### config.mk
export PLATFORM = sky130hd
export DESIGN_NAME = ped_xing_ctrl
export DESIGN_NICKNAME = d
export VERILOG_FILES = /design/src/rtl/ped_xing_ctrl.sv
export SDC_FILE = /design/constraint.sdc
export NUM_CORES = 1
export LEC_CHECK = 0
export BUFFER_PORTS_ARGS = -buffer_cell sky130_fd_sc_hd__buf_2
export CAP_MARGIN = 20
export CORE_ASPECT_RATIO = 0.7
export CORE_MARGIN = 1.5
export CORE_UTILIZATION = 50
export CTS_BUF_LIST = sky130_fd_sc_hd__clkbuf_4 sky130_fd_sc_hd__clkbuf_8 sky130_fd_sc_hd__clkbuf_16
export DETAILED_ROUTE_END_ITERATION = 6
export GPL_TIMING_DRIVEN = 1
export PLACE_DENSITY = 0.79
export SYNTH_ARGS = -nofsm -noshare
export SYNTH_HDL_FRONTEND = slang
export SYNTH_SLANG_ARGS = --single-unit
### constraint.sdc
create_clock -name clk -period 5.5 [get_ports clk]
set_input_delay 1.1 -clock clk [delete_from_list [all_inputs] [get_ports clk]]
set_output_delay 1.1 -clock clk [all_outputs]
set_load 0.02 [all_outputs]
### src/rtl/ped_xing_ctrl.sv
// ped_xing_ctrl
// Mid-block pedestrian-crossing controller. A Moore state machine sequences the
// car lights (green/yellow/red) and the WALK / DONT_WALK lamps. A one-cycle
// debounced request pulse is latched as a pending request. Every accepted
// request bumps a wrapping counter that drives the 7-segment display.
// All phase durations are measured in ticks from an internal prescaler.
//
// Ports
//   clk          system clock, rising edge
//   rst          asynchronous, active-high reset
//   ped_btn      debounced pedestrian request pulse, synchronous to clk
//   car_green    car green lamp
//   car_yellow   car yellow lamp
//   car_red      car red lamp
//   walk         pedestrian WALK lamp
//   dont_walk    pedestrian DONT_WALK lamp (steady, or flashing in FLASH)
//   ped_waiting  a request has been latched and not yet served
//   ped_count    number of accepted requests, wraps modulo 2^CNT_W
//   state        current state code (debug / LEDs)
module ped_xing_ctrl #(
  parameter int unsigned TICK_DIV  = 50_000_000,
  parameter int unsigned GREEN_MIN = 10,
  parameter int unsigned YELLOW_T  = 3,
  parameter int unsigned ALLRED_T  = 1,
  parameter int unsigned WALK_T    = 8,
  parameter int unsigned FLASH_T   = 5,
  parameter int unsigned CNT_W     = 32
) (
  input  logic             clk,
  input  logic             rst,
  input  logic             ped_btn,
  output logic             car_green,
  output logic             car_yellow,
  output logic             car_red,
  output logic             walk,
  output logic             dont_walk,
  output logic             ped_waiting,
  output logic [CNT_W-1:0] ped_count,
  output logic [2:0]       state
);

  typedef enum logic [2:0] {
    ST_GREEN   = 3'd0,
    ST_YELLOW  = 3'd1,
    ST_ALLRED1 = 3'd2,
    ST_WALK    = 3'd3,
    ST_FLASH   = 3'd4,
    ST_ALLRED2 = 3'd5
  } state_t;

  localparam logic [31:0] TICK_LAST  = 32'(TICK_DIV - 1);
  localparam logic [31:0] GREEN_LIM  = 32'(GREEN_MIN);
  localparam logic [31:0] YELLOW_LIM = 32'(YELLOW_T);
  localparam logic [31:0] ALLRED_LIM = 32'(ALLRED_T);
  localparam logic [31:0] WALK_LIM   = 32'(WALK_T);
  localparam logic [31:0] FLASH_LIM  = 32'(FLASH_T);

  state_t      state_q;
  state_t      state_n;
  logic [31:0] prescaler;
  logic [31:0] elapsed;
  logic [31:0] elapsed_inc;
  logic        tick;
  logic        accept;
  logic        enter_walk;

  // A timed state ends on the edge where its last tick completes, so the
  // comparisons below look at the elapsed count *after* this tick is taken.
  // Doing so makes a state of N ticks last exactly N*TICK_DIV cycles.
  assign tick        = (prescaler == TICK_LAST);
  assign elapsed_inc = elapsed + 32'd1;

  // A press is accepted only when nothing is pending and pedestrians are not
  // already crossing. The edge that enters WALK serves the pending request,
  // and that takes priority over any press arriving on the same edge.
  assign accept     = ped_btn && !ped_waiting && (state_q != ST_WALK);
  assign enter_walk = (state_q == ST_ALLRED1) && (state_n == ST_WALK);

  assign state = state_q;

  // State register.
  always_ff @(posedge clk or posedge rst) begin
    if (rst) begin
      state_q <= ST_GREEN;
    end else begin
      state_q <= state_n;
    end
  end

  // Next-state logic. GREEN may leave either when GREEN_MIN is reached on
  // this tick with a request already pending, or on any later edge once a
  // request shows up (elapsed has saturated at GREEN_MIN by then).
  // The unused codes 6 and 7 fall back to GREEN.
  always_comb begin
    state_n = state_q;
    case (state_q)
      ST_GREEN: begin
        if (ped_waiting &&
            ((elapsed == GREEN_LIM) || (tick && (elapsed_inc == GREEN_LIM)))) begin
          state_n = ST_YELLOW;
        end
      end
      ST_YELLOW: begin
        if (tick && (elapsed_inc == YELLOW_LIM)) begin
          state_n = ST_ALLRED1;
        end
      end
      ST_ALLRED1: begin
        if (tick && (elapsed_inc == ALLRED_LIM)) begin
          state_n = ST_WALK;
        end
      end
      ST_WALK: begin
        if (tick && (elapsed_inc == WALK_LIM)) begin
          state_n = ST_FLASH;
        end
      end
      ST_FLASH: begin
        if (tick && (elapsed_inc == FLASH_LIM)) begin
          state_n = ST_ALLRED2;
        end
      end
      ST_ALLRED2: begin
        if (tick && (elapsed_inc == ALLRED_LIM)) begin
          state_n = ST_GREEN;
        end
      end
      default: begin
        state_n = ST_GREEN;
      end
    endcase
  end

  // Prescaler and tick counter. Both restart on every state change so each
  // phase is timed from its own entry. In GREEN the tick count stops at
  // GREEN_MIN so an idle road can sit in GREEN indefinitely without overflow.
  always_ff @(posedge clk or posedge rst) begin
    if (rst) begin
      prescaler <= 32'd0;
      elapsed   <= 32'd0;
    end else if (state_n != state_q) begin
      prescaler <= 32'd0;
      elapsed   <= 32'd0;
    end else if (tick) begin
      prescaler <= 32'd0;
      if (!((state_q == ST_GREEN) && (elapsed >= GREEN_LIM))) begin
        elapsed <= elapsed_inc;
      end
    end else begin
      prescaler <= prescaler + 32'd1;
    end
  end

  // Request latch and accepted-request counter. The counter wraps silently.
  always_ff @(posedge clk or posedge rst) begin
    if (rst) begin
      ped_waiting <= 1'b0;
      ped_count   <= '0;
    end else if (enter_walk) begin
      ped_waiting <= 1'b0;
    end else if (accept) begin
      ped_waiting <= 1'b1;
      ped_count   <= ped_count + CNT_W'(1);
    end
  end

  // Lamp decode from state alone. DONT_WALK flashes during FLASH by following
  // the parity of the tick count: lit on even ticks, dark on odd ones.
  // Unused codes show all-red with DONT_WALK as the safe fallback.
  always_comb begin
    car_green  = 1'b0;
    car_yellow = 1'b0;
    car_red    = 1'b0;
    walk       = 1'b0;
    dont_walk  = 1'b0;
    case (state_q)
      ST_GREEN: begin
        car_green = 1'b1;
        dont_walk = 1'b1;
      end
      ST_YELLOW: begin
        car_yellow = 1'b1;
        dont_walk  = 1'b1;
      end
      ST_ALLRED1, ST_ALLRED2: begin
        car_red   = 1'b1;
        dont_walk = 1'b1;
      end
      ST_WALK: begin
        car_red = 1'b1;
        walk    = 1'b1;
      end
      ST_FLASH: begin
        car_red   = 1'b1;
        dont_walk = ~elapsed[0];
      end
      default: begin
        car_red   = 1'b1;
        dont_walk = 1'b1;
      end
    endcase
  end

endmodule

==> results.ini <==
[outcome]
status = complete, no violations

[yosys]
synthTopCellsByArea = dfrtp_1, xor2_1, xnor2_1, nor3_1, nand2_1
synthArstFlopShare = 1.00
synth_ff_type = dfrtp_1
synth_area_leader_cell = dfrtp_1
yosysUniqueCellTypes = 57
synth_warnings = 0
synth-edff-count = 0
syn-num-nets = 683
synth-seq-cells = 100
syn_area_um2 = 6120
synth-seq-area-share = 0.409
syn_avg_cell_area_um2 = 9.10
yosysTopAreaCellShare = 0.409
synthCells = 673

[finish]
final_cells = 855
syn_to_final_growth_pct = 9.38
num_antenna_cells = 0
multiInputGateArea_um2 = 3370
drive_gt1_frac = 0.133
final_nets = 703
seq_area_um2 = 2500
n_fill_cell = 1005

[pwr]
power_frac_comb = 0.020
clock_power_share = 0.474
pwr-share-seq = 0.506
swShare = 0.221
p_int_uw = 1140
power_density_nw_per_um2 = 219
switchingPower_uw = 325
ir_worst_vdd_mv = 0.154
p_leak_uw = 0.00298
total_power_uw = 1470

[floorplanning]
io-pin-count = 44
row_count = 33
die_area_um2 = 12900
start_util = 0.518
coreArea_um2 = 11800
die_w_um = 135
die_h_um = 95.6

[clock_network]
clk-insertion-delay-late_ns = 0.35
cts_sinks = 100
cts_buffers = 9
cts_resized = 0
cts_tree = yes
hold_buffers = 0
ctsLongestPathBuffers = 2
post_cts_buffers = 0
cts_max_level = 3
root_buffer = clkbuf_16
clk_pin_slew_ns = 0.07

[worst_setup_path]
crit_type = register to register
slowest_stage = nor4_4
cp_slowest_stage_delay_ns = 0.62
cp_top_family = simple AND/OR/NAND/NOR gates
path_depth = 10
start_kind = register
r2r_slack_ns = 1.53
cp.required_ns = 5.68
critPathCaptureType = register
reg2reg_depth = 10
worstPathMaxFanout = 17
worst-path-buf-inv = 1
reg2reg_from = elapsed[0]$_DFFE_PP0P_
reg2reg_to = elapsed[20]$_DFFE_PP0P_
cp_cell_sequence = ha_1, nand4_1, nor4_4, a21oi_1, a311oi_1, o2111a_1, nand4_2, nand2_1, buf_8, a21oi_1
cp_data_arrival_time_ns = 4.15
crit_top_cell = a21oi_1
crit_path_end = elapsed[20]$_DFFE_PP0P_
worstSetupStartpoint = elapsed[0]$_DFFE_PP0P_

[route]
vias_per_cell = 6.13
wl_mm = 15.1
drtPass1Iterations = 5
vias = 5241
route.antenna.remaining_nets = 0
wl_per_cell_um = 17.7
first_iter_violations = 572
drc = 0

[placed_design]
port-buffer-count = 43
gp_congestion = 0.953
place_hpwl_mm = 10.4
post-place-cells = 837

[timing]
slew_headroom = 0.281
fin_crit_ns = 3.97
rsz0062_at_grt = false
fmax_mhz = 252
setup_tns_ns = 0
worst_pin_slew_ns = 1.08
hold_viol = 0
setup_violations = 0
slew_violations = 0
period_share = 0.722
skew_ns = 0.00932

[grt]
gr-total-overflow = 0
grt_start_max_net_pins = 54
grt_pass1_wl_mm = 25.1
grt_pass1_vias = 4933
grt_usage = 0.246
antenna_found_initial = 0

[job]
maxCapViolations = 0

[min_path]
holdCritPathClass = register to register
hold_depth = 1

-- layout by cell type, fill, tap and decap left out, types with 4 or more instances in the layout --
cell type,instances
xnor2_1,36
nor3_1,52
or3_1,4
nor4_1,8
nor4b_2,5
nor4_2,9
o21ai_0,13
nor2_1,57
xor2_1,67
a21oi_1,34
nand3_1,40
a31oi_1,9
dfrtp_1,100
inv_1,12
and4_1,8
clkbuf_16,9
a211oi_1,4
and3_1,17
nand4_1,28
buf_2,43
ha_1,7
o31ai_1,4
nand2_1,69
-- power groups by stage --
stage	registers [uW]	logic, uW	clock network [uW]
floorplan	759	16.5	0
global placement	757	29.9	0
detailed placement	757	31.3	0
CTS	743	31.5	708
global route	743	35.3	736
finish	743	29.7	696
-- kinds of logic after synthesis --
| group | after synthesis | synth area share |
|---|---|---|
| AND/OR/NAND/NOR | 326 | 0.299 |
| XOR/XNOR | 103 | 0.147 |
| flip-flops | 100 | 0.409 |
| AO/OA/AOI/OAI | 85 | 0.0873 |
| buffers and inverters | 51 | 0.0411 |
| adder cells (fa/ha/maj) | 7 | 0.0143 |
| multiplexers | 1 | 0.00184 |
-- routing by layer --
layer	part of all wire	vias up	global-route usage
li1	-	2442	-
met1	0.47	2569	0.361
met2	0.45	216	0.365
met3	0.076	14	0.0542
met4	0.0083	0	0.0618
met5	0	-	0
-- worst min-delay path by stage --
stage	from	to	slack, ns
final	ped_count[31]$_DFFE_PP0P_	ped_count[31]$_DFFE_PP0P_	0.47
after global routing	ped_count[19]$_DFFE_PP0P_	ped_count[19]$_DFFE_PP0P_	0.49
after CTS	ped_count[31]$_DFFE_PP0P_	ped_count[31]$_DFFE_PP0P_	0.47
after detailed placement	ped_count[31]$_DFFE_PP0P_	ped_count[31]$_DFFE_PP0P_	0.46
after global placement	ped_count[31]$_DFFE_PP0P_	ped_count[31]$_DFFE_PP0P_	0.45
after floorplan	prescaler[0]$_DFF_PP0_	prescaler[0]$_DFF_PP0_	0.48
-- cell usage after synthesis (4+ instances only) --
library cell  count
and3_1           17
buf_2            10
clkbuf_1         17
nand3_1          40
o31ai_1           4
a21oi_1          34
buf_6             4
a31oi_1           9
dfrtp_1         100
nand4_1          28
inv_1            13
or3_1             4
nor2_1           57
nor3_1           52
xnor2_1          36
nor4_1            8
nor4b_2           5
nor4_2            9
ha_1              7
o21ai_0          13
xor2_1           67
and4_1            8
a211oi_1          4
buf_4             4
nand2_1          69
-- stage by stage --
step / hold slack, ns / instance area [um2] / setup slack, ns / utilization
6_report: 0.468 / 6700 / 1.53 / 0.567
3_3_place_gp: 0.451 / 6350 / 1.62 / 0.538
3_5_place_dp: 0.458 / 6350 / 1.41 / 0.538
4_1_cts: 0.471 / 6670 / 1.38 / 0.565
2_1_floorplan: 0.482 / 6120 / 1.78 / -
5_1_grt: 0.495 / 6700 / 1.30 / 0.567
-- cell type report --
| class | count | area share |
|---|---|---|
| inverters | 13 | 0.00766 |
| clock inverters | 7 | 0.0144 |
| repair buffers | 47 | 0.0383 |
| well taps | 157 | 0.0293 |
| multi-input cells | 522 | 0.503 |
| clock buffers | 9 | 0.0336 |
| flip-flops and latches | 100 | 0.374 |
-- flip-flops by register name, summed over array words and instances (netlist names) --
register,flops
elapsed,32
ped_count,32
ped_waiting,1
prescaler,32
state,3
(Power assumes the default switching activity.)
